[config.mk]
export PLATFORM = sky130hd
export DESIGN_NAME = ecu_board_ctrl
export DESIGN_NICKNAME = d
export VERILOG_FILES = /design/src/rtl/ecu_board_ctrl.sv
export SDC_FILE = /design/constraint.sdc
export NUM_CORES = 1
export LEC_CHECK = 0
export ABC_AREA = 0
export CELL_PAD_IN_SITES_DETAIL_PLACEMENT = 0
export CELL_PAD_IN_SITES_GLOBAL_PLACEMENT = 1
export CORE_ASPECT_RATIO = 1.2
export CORE_MARGIN = 3
export CORE_UTILIZATION = 47
export DETAILED_ROUTE_END_ITERATION = 12
export PLACE_DENSITY_LB_ADDON = 0.25
export SETUP_SLACK_MARGIN = 0.4
export SYNTH_ARGS = -nofsm -noshare
export SYNTH_HDL_FRONTEND = slang
export SYNTH_SLANG_ARGS = --single-unit
[constraint.sdc]
create_clock -name CLK_50 -period 4.15 [get_ports CLK_50]
set_clock_uncertainty 0.05 [all_clocks]
set_input_delay 0.83 -clock CLK_50 [delete_from_list [all_inputs] [get_ports CLK_50]]
set_output_delay 0.83 -clock CLK_50 [all_outputs]
set_load 0.1 [all_outputs]
[src/rtl/ecu_board_ctrl.sv]
// rtl/ecu_board_ctrl.sv - key debounce, core reset/boot sequencer and LED mux for the board
module ecu_board_ctrl #(
  parameter int          NUM_KEYS        = 4,
  parameter int          NUM_LEDS        = 10,
  parameter int          DEBOUNCE_CYCLES = 500000,
  parameter int          RST_HOLD_CYCLES = 1024,
  parameter logic [31:0] BOOT_ADDR_0     = 32'h0000_8000,
  parameter logic [31:0] BOOT_ADDR_1     = 32'h0000_0000
) (
  input  logic                CLK_50,
  input  logic                RESET_N,
  input  logic [NUM_KEYS-1:0] KEY,
  input  logic [NUM_LEDS-1:0] gpio_i,
  output logic [NUM_LEDS-1:0] LEDR,
  output logic                sys_reset_n,
  output logic                jtag_reset,
  output logic                fetch_enable,
  output logic [31:0]         boot_addr,
  output logic [NUM_KEYS-1:0] key_pressed,
  output logic [NUM_KEYS-1:0] key_event
);

  localparam int DW = $clog2(DEBOUNCE_CYCLES);
  localparam int HW = (RST_HOLD_CYCLES > 1) ? $clog2(RST_HOLD_CYCLES) : 1;
  localparam logic [DW-1:0] DEB_LAST  = DW'(DEBOUNCE_CYCLES - 1);
  localparam logic [HW-1:0] HOLD_LAST = HW'(RST_HOLD_CYCLES - 1);

  typedef enum logic [1:0] {ST_RESET, ST_HOLD, ST_RUN} state_t;

  state_t                      state_q, state_d;
  logic [NUM_KEYS-1:0]         sync1_q, sync1_d, sync2_q, sync2_d;
  logic [NUM_KEYS-1:0]         key_pressed_q, key_pressed_d;
  logic [NUM_KEYS-1:0]         key_event_q, key_event_d;
  logic [NUM_KEYS-1:0][DW-1:0] deb_cnt_q, deb_cnt_d;
  logic [HW-1:0]               hold_cnt_q, hold_cnt_d;
  logic                        boot_sel_q, boot_sel_d;
  logic                        sys_reset_n_q, sys_reset_n_d;
  logic                        fetch_enable_q, fetch_enable_d;
  logic                        jtag_reset_q, jtag_reset_d;
  logic [31:0]                 boot_addr_q, boot_addr_d;
  logic [NUM_LEDS-1:0]         ledr_q, ledr_d;
  logic [NUM_KEYS-1:0]         key_sync;

  // Synchronizer holds raw board levels (1 = released); invert afterwards.
  assign key_sync = ~sync2_q;

  always_comb begin
    sync1_d       = KEY;
    sync2_d       = sync1_q;
    key_pressed_d = key_pressed_q;
    deb_cnt_d     = deb_cnt_q;
    for (int i = 0; i < NUM_KEYS; i++) begin
      if (key_sync[i] != key_pressed_q[i]) begin
        if (deb_cnt_q[i] == DEB_LAST) begin
          key_pressed_d[i] = ~key_pressed_q[i];
          deb_cnt_d[i]     = '0;
        end else begin
          deb_cnt_d[i] = deb_cnt_q[i] + DW'(1);
        end
      end else begin
        deb_cnt_d[i] = '0;
      end
    end
    key_event_d = key_pressed_d & ~key_pressed_q;
  end

  always_comb begin
    state_d    = state_q;
    hold_cnt_d = hold_cnt_q;
    boot_sel_d = boot_sel_q;
    case (state_q)
      ST_RESET: begin
        if (!key_pressed_q[0]) begin
          state_d    = ST_HOLD;
          hold_cnt_d = '0;
          boot_sel_d = key_pressed_q[1];
        end
      end
      ST_HOLD: begin
        if (key_pressed_q[0]) begin
          state_d = ST_RESET;
        end else if (hold_cnt_q == HOLD_LAST) begin
          state_d = ST_RUN;
        end else begin
          hold_cnt_d = hold_cnt_q + HW'(1);
        end
      end
      ST_RUN: begin
        if (key_pressed_q[0]) begin
          state_d = ST_RESET;
        end
      end
      default: state_d = ST_RESET;
    endcase

    // Reset press drops both core enables on the very next edge.
    sys_reset_n_d  = (state_q == ST_RUN) && !key_pressed_q[0];
    fetch_enable_d = sys_reset_n_d && sys_reset_n_q;
    jtag_reset_d   = key_pressed_q[0];
    boot_addr_d    = boot_sel_d ? BOOT_ADDR_1 : BOOT_ADDR_0;

    ledr_d = '0;
    if (state_q == ST_RUN) begin
      ledr_d = gpio_i;
    end else begin
      ledr_d[NUM_LEDS-1] = 1'b1;
      ledr_d[0]          = boot_sel_q;
    end
  end

  always_ff @(posedge CLK_50 or negedge RESET_N) begin
    if (!RESET_N) begin
      state_q        <= ST_RESET;
      sync1_q        <= '1;
      sync2_q        <= '1;
      key_pressed_q  <= '0;
      key_event_q    <= '0;
      deb_cnt_q      <= '0;
      hold_cnt_q     <= '0;
      boot_sel_q     <= 1'b0;
      sys_reset_n_q  <= 1'b0;
      fetch_enable_q <= 1'b0;
      jtag_reset_q   <= 1'b0;
      boot_addr_q    <= BOOT_ADDR_0;
      ledr_q         <= '0;
    end else begin
      state_q        <= state_d;
      sync1_q        <= sync1_d;
      sync2_q        <= sync2_d;
      key_pressed_q  <= key_pressed_d;
      key_event_q    <= key_event_d;
      deb_cnt_q      <= deb_cnt_d;
      hold_cnt_q     <= hold_cnt_d;
      boot_sel_q     <= boot_sel_d;
      sys_reset_n_q  <= sys_reset_n_d;
      fetch_enable_q <= fetch_enable_d;
      jtag_reset_q   <= jtag_reset_d;
      boot_addr_q    <= boot_addr_d;
      ledr_q         <= ledr_d;
    end
  end

  assign LEDR         = ledr_q;
  assign sys_reset_n  = sys_reset_n_q;
  assign jtag_reset   = jtag_reset_q;
  assign fetch_enable = fetch_enable_q;
  assign boot_addr    = boot_addr_q;
  assign key_pressed  = key_pressed_q;
  assign key_event    = key_event_q;

endmodule

==> results.cfg, run 1 <==
[synthesis]
commonest_register_cell_after_synthesis = sky130_fd_sc_hd__dfrtp_1
post-synth-top-area-fraction_pct = 48.2
synth.largest_area_cell = sky130_fd_sc_hd__dfrtp_1
synth_cell_types = 52
yosys_warnings = 0
synth_edf_count = 0
postSynthRegisterBits = 119
syn_avg_cell_area_um2 = 9.99
netlist_top_cells_area = sky130_fd_sc_hd__dfrtp_1, sky130_fd_sc_hd__xnor2_1, sky130_fd_sc_hd__nor2_1, sky130_fd_sc_hd__dfstp_2, sky130_fd_sc_hd__buf_4
post_synth_inst_count = 572
ys_async_sr_fraction_pct = 100
synth.cell_area_mm2 = 0.00572
synth_common_cells = sky130_fd_sc_hd__dfrtp_1, sky130_fd_sc_hd__nor2_1, sky130_fd_sc_hd__xnor2_1
post-synth-top-count-cell = sky130_fd_sc_hd__dfrtp_1
ys_seq_area_share_pct = 52.3

[place]
placement.setup.worst_slack_ns = 1.60
dp_hpwl_mm = 7.41
dpl.cell_count = 756
detailed_place.area_mm2 = 0.00613
gp_congestion = 0.798
placement.io_buffers = 37

[drt]
detail_route.iter0.violations = 186
detail_route.vias_per_cell = 5.24
dr.pass1.iters = 4
route.vias.total = 4129
antenna_left = 0
routed_wirelength_mm = 11.0
number_of_remaining_drc_errors = 0
avgRoutedWirePerCell_um = 14.0

[finish]
stdcell_count = 788
final.fill_count = 1049
finish.instance_area_mm2 = 0.00676
layout-area-overhead-vs-synth_pct = 18.3
drive_above_1_share_pct = 8.08
multi_input_comb_area_mm2 = 0.00249
antenna_diode_count = 0
layout.nets = 639
layout.area.seq_mm2 = 0.00299

[cts]
clock-sinks = 119
clock_pin_transition_on_the_worst_setup_and_hold_timing_paths_ns = 0.05
htree_levels = 4
clock_path_buffers = 2
clkLatencyLatePin_ns = 0.41
cts_hold_buffers = 0
cts_repair_resize_count = 0
cts_made_buffers = 17
tritoncts = built
post-cts-setup-buffer-count = 0
clk_root_buffer_cell = sky130_fd_sc_hd__clkbuf_16

[floorplan]
floorplan.initialDensity_pct = 48.7
die_area_mm2 = 0.0135
io-pin-count = 69
die_boundary_height_um = 127
die_x_um = 107
core_region_area_mm2 = 0.0117
number_of_rows_in_the_core_area = 43

[worst_setup_path]
critical_path.cell_chain = clkdlybuf4s50_1
start_kind = flip-flop
path_buf_inv = 1
max_stage_delay_ns = 1.19
cpLargestDelayFamily = buffers and inverters
length_in_cells_of_the_worst_reg_to_reg_path = 4
worst-endpoint-arrival_ns = 2.09
critPathCaptureType = primary output
worstSetupPathType = flip-flop to primary output
regToRegStartpoint = deb_cnt_q[30]
rr_endpoint = deb_cnt_q[29]
flop_to_flop_setup_slack_ns = 1.67
cp_data_required_time_ns = 3.27
worst-path-max-fanout = 9
worst_path_max_delay_cell = sky130_fd_sc_hd__clkdlybuf4s50_1

[status]
status = completed

[timing]
setup_viol = 0
fin_ws_ns = 1.18
tightestPinTransition_ns = 1.28
grt_setup_unrepaired = no
timing_max_transition_violations_final = 0
finalSetupTns_ns = 0
max_freq_mhz = 336
final_hold_viol_count = 0
final.period_utilization_pct = 71.6
fin_hold_ws_ns = 0.304
max_slew_margin_pct = 14.2
post-route-min-period_ns = 2.97

[pwr]
clock_power_share_pct = 52.9
sw_frac_of_total_pct = 23.0
power_leakage_uw = 0.00278
switching_power_uw = 678
power_frac_seq_pct = 40.5
combinationalPowerShare_pct = 6.5
cell_internal_pwr_uw = 2270
p_per_cell_area_mw_per_mm2 = 436
max-vdd-ir-drop_uv = 258

[grt]
grt_total_usage_pct = 17.7
pin_count_of_the_biggest_net_entering_global_routing = 88
first_global_vias = 3988
wire_length_of_the_first_global_routing_pass_mm = 19.4
global_route.overflow_total = 0
number_of_antenna_violations_at_the_first_check_in_global_routing = 1

[hold_path]
worst_hold_path.endpoint = sync2_q[1]
hold_crit_class = flip-flop to flip-flop
hold_path.startpoint = sync1_q[1]
hold_path_depth = 0

[flow_run]
timing.max_cap.violations = 0
==> worst max-delay path by stage <==
stage / startpoint / end / cells after the start
after floorplan: key_pressed[0] / hold_cnt_q[3] / 4
after detailed placement: key_pressed[0] / key_pressed[0] / 1
after global placement: key_pressed[0] / key_pressed[0] / 1
after CTS: key_pressed[0] / key_pressed[0] / 1
final: key_pressed[0] / key_pressed[0] / 1
after global routing: key_pressed[0] / key_pressed[0] / 1
==> cell usage in the layout, fill, tap and decap left out, types with 3 or more instances in the layout <==
master	instances
sky130_fd_sc_hd__nor3_1	22
sky130_fd_sc_hd__nand4_1	25
sky130_fd_sc_hd__o21ai_0	15
sky130_fd_sc_hd__clkbuf_8	4
sky130_fd_sc_hd__xnor2_1	43
sky130_fd_sc_hd__clkinv_2	5
sky130_fd_sc_hd__mux2i_1	4
sky130_fd_sc_hd__or2_2	4
sky130_fd_sc_hd__and4_1	4
sky130_fd_sc_hd__nand3_1	31
sky130_fd_sc_hd__a2bb2oi_1	3
sky130_fd_sc_hd__dfstp_2	9
sky130_fd_sc_hd__inv_1	17
sky130_fd_sc_hd__clkdlybuf4s50_1	36
sky130_fd_sc_hd__or3_1	5
sky130_fd_sc_hd__or4_1	6
sky130_fd_sc_hd__ha_1	5
sky130_fd_sc_hd__xor2_1	17
sky130_fd_sc_hd__conb_1	31
sky130_fd_sc_hd__dfrtp_1	110
sky130_fd_sc_hd__o31ai_1	9
sky130_fd_sc_hd__nor2_1	76
sky130_fd_sc_hd__buf_4	4
sky130_fd_sc_hd__and3_1	6
sky130_fd_sc_hd__a21oi_1	14
sky130_fd_sc_hd__nor4_1	24
sky130_fd_sc_hd__bufinv_16	4
sky130_fd_sc_hd__and2_1	11
sky130_fd_sc_hd__clkbuf_16	17
sky130_fd_sc_hd__nand2_1	38
==> power by group through the flow <==
stage | combinational (uW) | clock [uW] | sequential (uW)
6_report | 193 | 1560 | 1190
5_1_grt | 205 | 1650 | 1190
4_1_cts | 195 | 1590 | 1190
3_5_place_dp | 194 | 0 | 1210
3_3_place_gp | 193 | 0 | 1210
2_1_floorplan | 173 | 0 | 1210
==> stage by stage <==
step,util [%],total power (uW)
final,57.6,2940
after global routing,57.6,3050
after CTS,57.6,2980
after detailed placement,52.2,1410
after global placement,52.2,1400
after floorplan,-,1380
==> flip-flops by register name, indices dropped and copies added, names as in the netlist <==
signal        flops
sync2_q           4
hold_cnt_q       10
sync1_q           4
boot_sel_q        1
key_pressed       4
jtag_reset        1
key_event         4
boot_addr         1
sys_reset_n       1
LEDR             10
fetch_enable      1
state_q           2
deb_cnt_q        76
==> cell families (layout without fill, tap and decap cells) <==
kind of cell / count (synthesis) / count (layout) / share of synthesized area (%)
AND/OR/NAND/NOR: 269 / 269 / 24.3
flip-flops: 119 / 119 / 52.3
XOR/XNOR: 60 / 60 / 9.19
buffers and inverters: 60 / 89 / 6.15
AO/OA/AOI/OAI: 54 / 54 / 6.17
adder cells (fa/ha/maj): 5 / 5 / 1.09
multiplexers: 4 / 4 / 0.701
other: 1 / 31 / 0.0656
==> cell type report <==
type                    count  area share (%)
inverters                  17           0.944
repair buffers             40            5.77
clock inverters             9            2.15
multi-input cells         423            36.8
well taps                 157            2.91
flip-flops and latches    119            44.2
clock buffers              23            7.22
==> routing by layer <==
| layer | GRT usage [%] | up-vias | routed length, um | part of all wire [%] |
|---|---|---|---|---|
| met5 | 0 | - | 20 | 0.18 |
| met4 | 7.22 | 2 | 212 | 1.9 |
| met3 | 4.73 | 20 | 509 | 4.6 |
| met2 | 27.0 | 74 | 5150 | 47 |
| met1 | 24.0 | 1989 | 5150 | 47 |
| li1 | - | 2044 | - | - |
(Power assumes the default switching activity.)
==> run 2, diff against run 1 <==
Settings changed: CORE_UTILIZATION 47 to 44.
Clock period 4.15 ns to 3.1 ns, I/O delays scaled along.
==> results.cfg, run 2 (synthesized netlist as in run 1, its figures left out) <==
[worst_setup_path]
worst-endpoint-arrival_ns = 2.49
length_in_cells_of_the_worst_reg_to_reg_path = 4
flop_to_flop_setup_slack_ns = 0.83
rr_endpoint = deb_cnt_q[66]
cp_data_required_time_ns = 3.32
critPathCaptureType = flip-flop
start_kind = flip-flop
worst-path-max-fanout = 19
regToRegStartpoint = deb_cnt_q[64]
worstSetupPathType = flip-flop to flip-flop

[place]
placement.io_buffers = 37
gp_congestion = 0.805
dpl.cell_count = 766
dp_hpwl_mm = 7.65
detailed_place.area_mm2 = 0.00612

[pwr]
cell_internal_pwr_uw = 2810
sw_frac_of_total_pct = 24.2
max-vdd-ir-drop_uv = 461
clock_power_share_pct = 49.8
combinationalPowerShare_pct = 7.1
p_per_cell_area_mw_per_mm2 = 555
power_leakage_uw = 0.00282
switching_power_uw = 897
power_frac_seq_pct = 43.1

[timing]
max_slew_margin_pct = 49.0
setup_viol = 0
grt_setup_unrepaired = no
final.period_utilization_pct = 73.3
final_hold_viol_count = 0
tightestPinTransition_ns = 0.763
timing_max_transition_violations_final = 0
post-route-min-period_ns = 2.27
finalSetupTns_ns = 0
max_freq_mhz = 440

[cts]
clk_root_buffer_cell = sky130_fd_sc_hd__clkbuf_16
clock-sinks = 119
clkLatencyLatePin_ns = 0.41
post-cts-setup-buffer-count = 0
clock_pin_transition_on_the_worst_setup_and_hold_timing_paths_ns = 0.05
clock_path_buffers = 2
tritoncts = built
cts_repair_resize_count = 0
htree_levels = 4
cts_made_buffers = 17
cts_hold_buffers = 0

[grt]
grt_total_usage_pct = 16.8
pin_count_of_the_biggest_net_entering_global_routing = 120
number_of_antenna_violations_at_the_first_check_in_global_routing = 0
first_global_vias = 3873
global_route.overflow_total = 0
wire_length_of_the_first_global_routing_pass_mm = 18.9

[flow_run]
timing.max_cap.violations = 0

[finish]
stdcell_count = 798
antenna_diode_count = 0
drive_above_1_share_pct = 12.1
most_flops_register = deb_cnt_q
layout_common_cells = sky130_fd_sc_hd__dfrtp_1, sky130_fd_sc_hd__nor2_1, sky130_fd_sc_hd__xnor2_1
finish.instance_area_mm2 = 0.00669
most_common_cell_after_layout_fill_and_taps_aside = sky130_fd_sc_hd__dfrtp_1
layout-area-overhead-vs-synth_pct = 17.0
layout.nets = 642
number_of_flip_flops_in_the_largest_register = 76
final_core_utilization_pct = 52.8

[status]
status = completed

[floorplan]
die_boundary_height_um = 131
number_of_rows_in_the_core_area = 45
die_x_um = 110
core_region_area_mm2 = 0.0127
io-pin-count = 69
floorplan.initialDensity_pct = 45.1
die_area_mm2 = 0.0144

[drt]
dr.pass1.iters = 4
route.vias.total = 4127
number_of_remaining_drc_errors = 0
routed_wirelength_mm = 11.3
antenna_left = 0
avgRoutedWirePerCell_um = 14.1
detail_route.vias_per_cell = 5.17
detail_route.iter0.violations = 179

[hold_path]
hold_crit_class = primary input to async pin
==> run 2: cell types whose count changed in the layout (fill, tap and decap cells not counted), sizes merged <==
cell / previous run / this run
clkinv: 5 / 7
clkinvlp: 0 / 1
clkdlybuf4s50: 36 / 14
buf: 4 / 29
bufinv: 4 / 1
==> run 2: final cells by class <==
class                   instances  area, um2
fillers                      1151       5980
flip-flops and latches        119       2990
multi-input cells             423       2490
clock buffers                  23        498
repair buffers                 43        370
well taps                     164        205
clock inverters                 9       72.6
inverters                      17       63.8
==> run 2: metrics by stage <==
stage,setup WS [ns],hold slack [ns],power (uW)
2_1_floorplan,0.976,0.274,1850
3_3_place_gp,0.845,0.298,1890
3_5_place_dp,0.790,0.299,1890
4_1_cts,0.797,0.278,3760
5_1_grt,0.667,0.302,3850
6_report,0.827,0.258,3710
==> run 2: power by group through the flow <==
stage	clock [uW]	sequential (uW)	combinational, uW
2_1_floorplan	0	1620	232
3_3_place_gp	0	1620	264
3_5_place_dp	0	1620	266
4_1_cts	1900	1600	267
5_1_grt	1970	1600	282
6_report	1850	1600	263
==> run 2: worst max path at each step <==
stage | from | end | slack [ns] | cells past startpoint
floorplan | key_pressed[0] | hold_cnt_q[3] | 0.98 | 4
global placement | deb_cnt_q[64] | deb_cnt_q[59] | 0.84 | 4
detailed placement | deb_cnt_q[64] | deb_cnt_q[66] | 0.79 | 4
CTS | deb_cnt_q[64] | deb_cnt_q[66] | 0.80 | 4
global route | deb_cnt_q[64] | deb_cnt_q[64] | 0.67 | 4
finish | deb_cnt_q[64] | deb_cnt_q[66] | 0.83 | 4
==> run 2: worst max-delay path, cell delays in order (launching register included) <==
cell and delay [ns]:
sky130_fd_sc_hd__dfrtp_1 0.44, sky130_fd_sc_hd__or4b_1 0.52, sky130_fd_sc_hd__or4_4 0.58, sky130_fd_sc_hd__o21ai_4 0.44, sky130_fd_sc_hd__nor2_1 0.11
==> run 2: layer usage <==
metal | global-route usage [%] | share of wire [%] | vias to the layer above
met4 | 8.29 | 1.3 | 0
li1 | - | - | 2049
met3 | 4.03 | 5.0 | 11
met2 | 25.9 | 48 | 92
met5 | 0 | 0 | -
met1 | 22.2 | 46 | 1975
==> run 3, diff against run 2 <==
Clock period 3.1 ns to 2.4 ns, I/O delays scaled along.
==> results.cfg, run 3 (synthesized netlist as in run 1, its figures left out) <==
[floorplan]
die_boundary_height_um = 131
die_area_mm2 = 0.0144
core_region_area_mm2 = 0.0127
number_of_rows_in_the_core_area = 45
io-pin-count = 69
die_x_um = 110
floorplan.initialDensity_pct = 45.1

[finish]
layout.nets = 662
finish.instance_area_mm2 = 0.00702
antenna_diode_count = 0
drive_above_1_share_pct = 15.9
final_core_utilization_pct = 55.4
layout_common_cells = sky130_fd_sc_hd__dfrtp_1, sky130_fd_sc_hd__nor2_1, sky130_fd_sc_hd__buf_4
number_of_flip_flops_in_the_largest_register = 76
most_common_cell_after_layout_fill_and_taps_aside = sky130_fd_sc_hd__dfrtp_1
most_flops_register = deb_cnt_q
layout-area-overhead-vs-synth_pct = 22.9

[worst_setup_path]
worst-path-max-fanout = 4
start_kind = flip-flop
worstSetupPathType = flip-flop to flip-flop
critPathCaptureType = flip-flop
cp_data_required_time_ns = 2.65
worst-endpoint-arrival_ns = 2.37

[pwr]
sw_frac_of_total_pct = 22.4
clock_power_share_pct = 54.1
switching_power_uw = 1180
max-vdd-ir-drop_uv = 544
combinationalPowerShare_pct = 6.9
cell_internal_pwr_uw = 4100
p_per_cell_area_mw_per_mm2 = 752
power_leakage_uw = 0.00296
power_frac_seq_pct = 39.1

[cts]
tritoncts = built
clock-sinks = 119
clkLatencyLatePin_ns = 0.41
htree_levels = 4
cts_hold_buffers = 0
clock_pin_transition_on_the_worst_setup_and_hold_timing_paths_ns = 0.05
cts_made_buffers = 17
clock_path_buffers = 2
clk_root_buffer_cell = sky130_fd_sc_hd__clkbuf_16

[grt]
grt_total_usage_pct = 17.9
wire_length_of_the_first_global_routing_pass_mm = 20.1
global_route.overflow_total = 0
first_global_vias = 4232
number_of_antenna_violations_at_the_first_check_in_global_routing = 0
pin_count_of_the_biggest_net_entering_global_routing = 120

[place]
dp_hpwl_mm = 7.52
detailed_place.area_mm2 = 0.00618
placement.io_buffers = 37
gp_congestion = 0.800
placement.setup.worst_slack_ns = 0.300

[drt]
detail_route.vias_per_cell = 5.20
route.vias.total = 4253
detail_route.iter0.violations = 209
routed_wirelength_mm = 11.6
avgRoutedWirePerCell_um = 14.2
number_of_remaining_drc_errors = 0
dr.pass1.iters = 4
antenna_left = 0

[hold_path]
hold_crit_class = primary input to async pin

[status]
status = completed

[timing]
max_slew_margin_pct = 53.0
tightestPinTransition_ns = 0.705
timing_max_transition_violations_final = 0
final.period_utilization_pct = 88.2
fin_ws_ns = 0.284
final_hold_viol_count = 0
finalSetupTns_ns = 0
max_freq_mhz = 473
post-route-min-period_ns = 2.12
fin_hold_ws_ns = 0.0288
grt_setup_unrepaired = yes
setup_viol = 0

[flow_run]
timing.max_cap.violations = 0
-- run 3: cell count changes in the layout (fill, tap and decap cells not counted), sizes merged --
cell / previous run / this run
clkinv: 7 / 3
clkinvlp: 1 / 0
buf: 29 / 48
bufinv: 1 / 6
clkbuf: 23 / 24
-- run 3: critical path: stages, from the launching register on --
cell                        delay (ns)
sky130_fd_sc_hd__dfrtp_2          0.40
sky130_fd_sc_hd__or4b_1           0.50
sky130_fd_sc_hd__or4_4            0.57
sky130_fd_sc_hd__o21ai_4          0.15
sky130_fd_sc_hd__buf_6            0.15
sky130_fd_sc_hd__clkbuf_16        0.14
sky130_fd_sc_hd__nor2_2           0.04
-- run 3: layout make-up --
cell class / count / area, um2
Tap cell: 164 / 205
Inverter: 17 / 63.8
Timing Repair Buffer: 63 / 574
Multi-Input combinational cell: 423 / 2520
Clock inverter: 9 / 195
Fill cell: 1127 / 5650
Clock buffer: 23 / 468
Sequential cell: 119 / 2990
-- run 3: layer usage --
| metal | share of wire, % | up-vias | global-route usage, % |
|---|---|---|---|
| li1 | - | 2088 | - |
| met1 | 44 | 2049 | 22.1 |
| met2 | 49 | 97 | 29.3 |
| met3 | 4.7 | 19 | 4.28 |
| met4 | 2.2 | 0 | 8.80 |
| met5 | 0 | - | 0 |
-- run 3: worst paths after layout --
check                         startpoint             to  slack (ns)  cells after the start
setup / recovery           deb_cnt_q[64]  deb_cnt_q[65]        0.28                      6
hold / removal                   RESET_N  deb_cnt_q[68]        0.03                      2
setup reg to reg           deb_cnt_q[64]  deb_cnt_q[65]        0.28                      6
hold reg to reg               sync1_q[0]     sync2_q[0]        0.31                      0
max in group asynchronous        RESET_N  deb_cnt_q[64]        1.64                      2
min in group CLK_50           sync1_q[0]     sync2_q[0]        0.31                      0
-- run 3: timing repair --
item                                    4_1_cts  5_1_grt
pin swaps                                     0        4
resized for setup                             3       10
cloned                                        1        1
endpoints found under the setup margin       19       23
setup buffers                                 7        4
-- run 3: power by group through the flow --
stage	clock network [uW]	logic, uW	registers (uW)
final	2850	362	2060
after global routing	3010	389	2070
after CTS	2910	357	2060
after detailed placement	0	347	2100
after global placement	0	346	2090
after floorplan	0	299	2090
-- run 3: metrics by stage --
stage,power (uW),cells
after detailed placement,2440,773
after floorplan,2390,602
after global placement,2440,773
final,5280,818
after global routing,5460,818
after CTS,5330,813
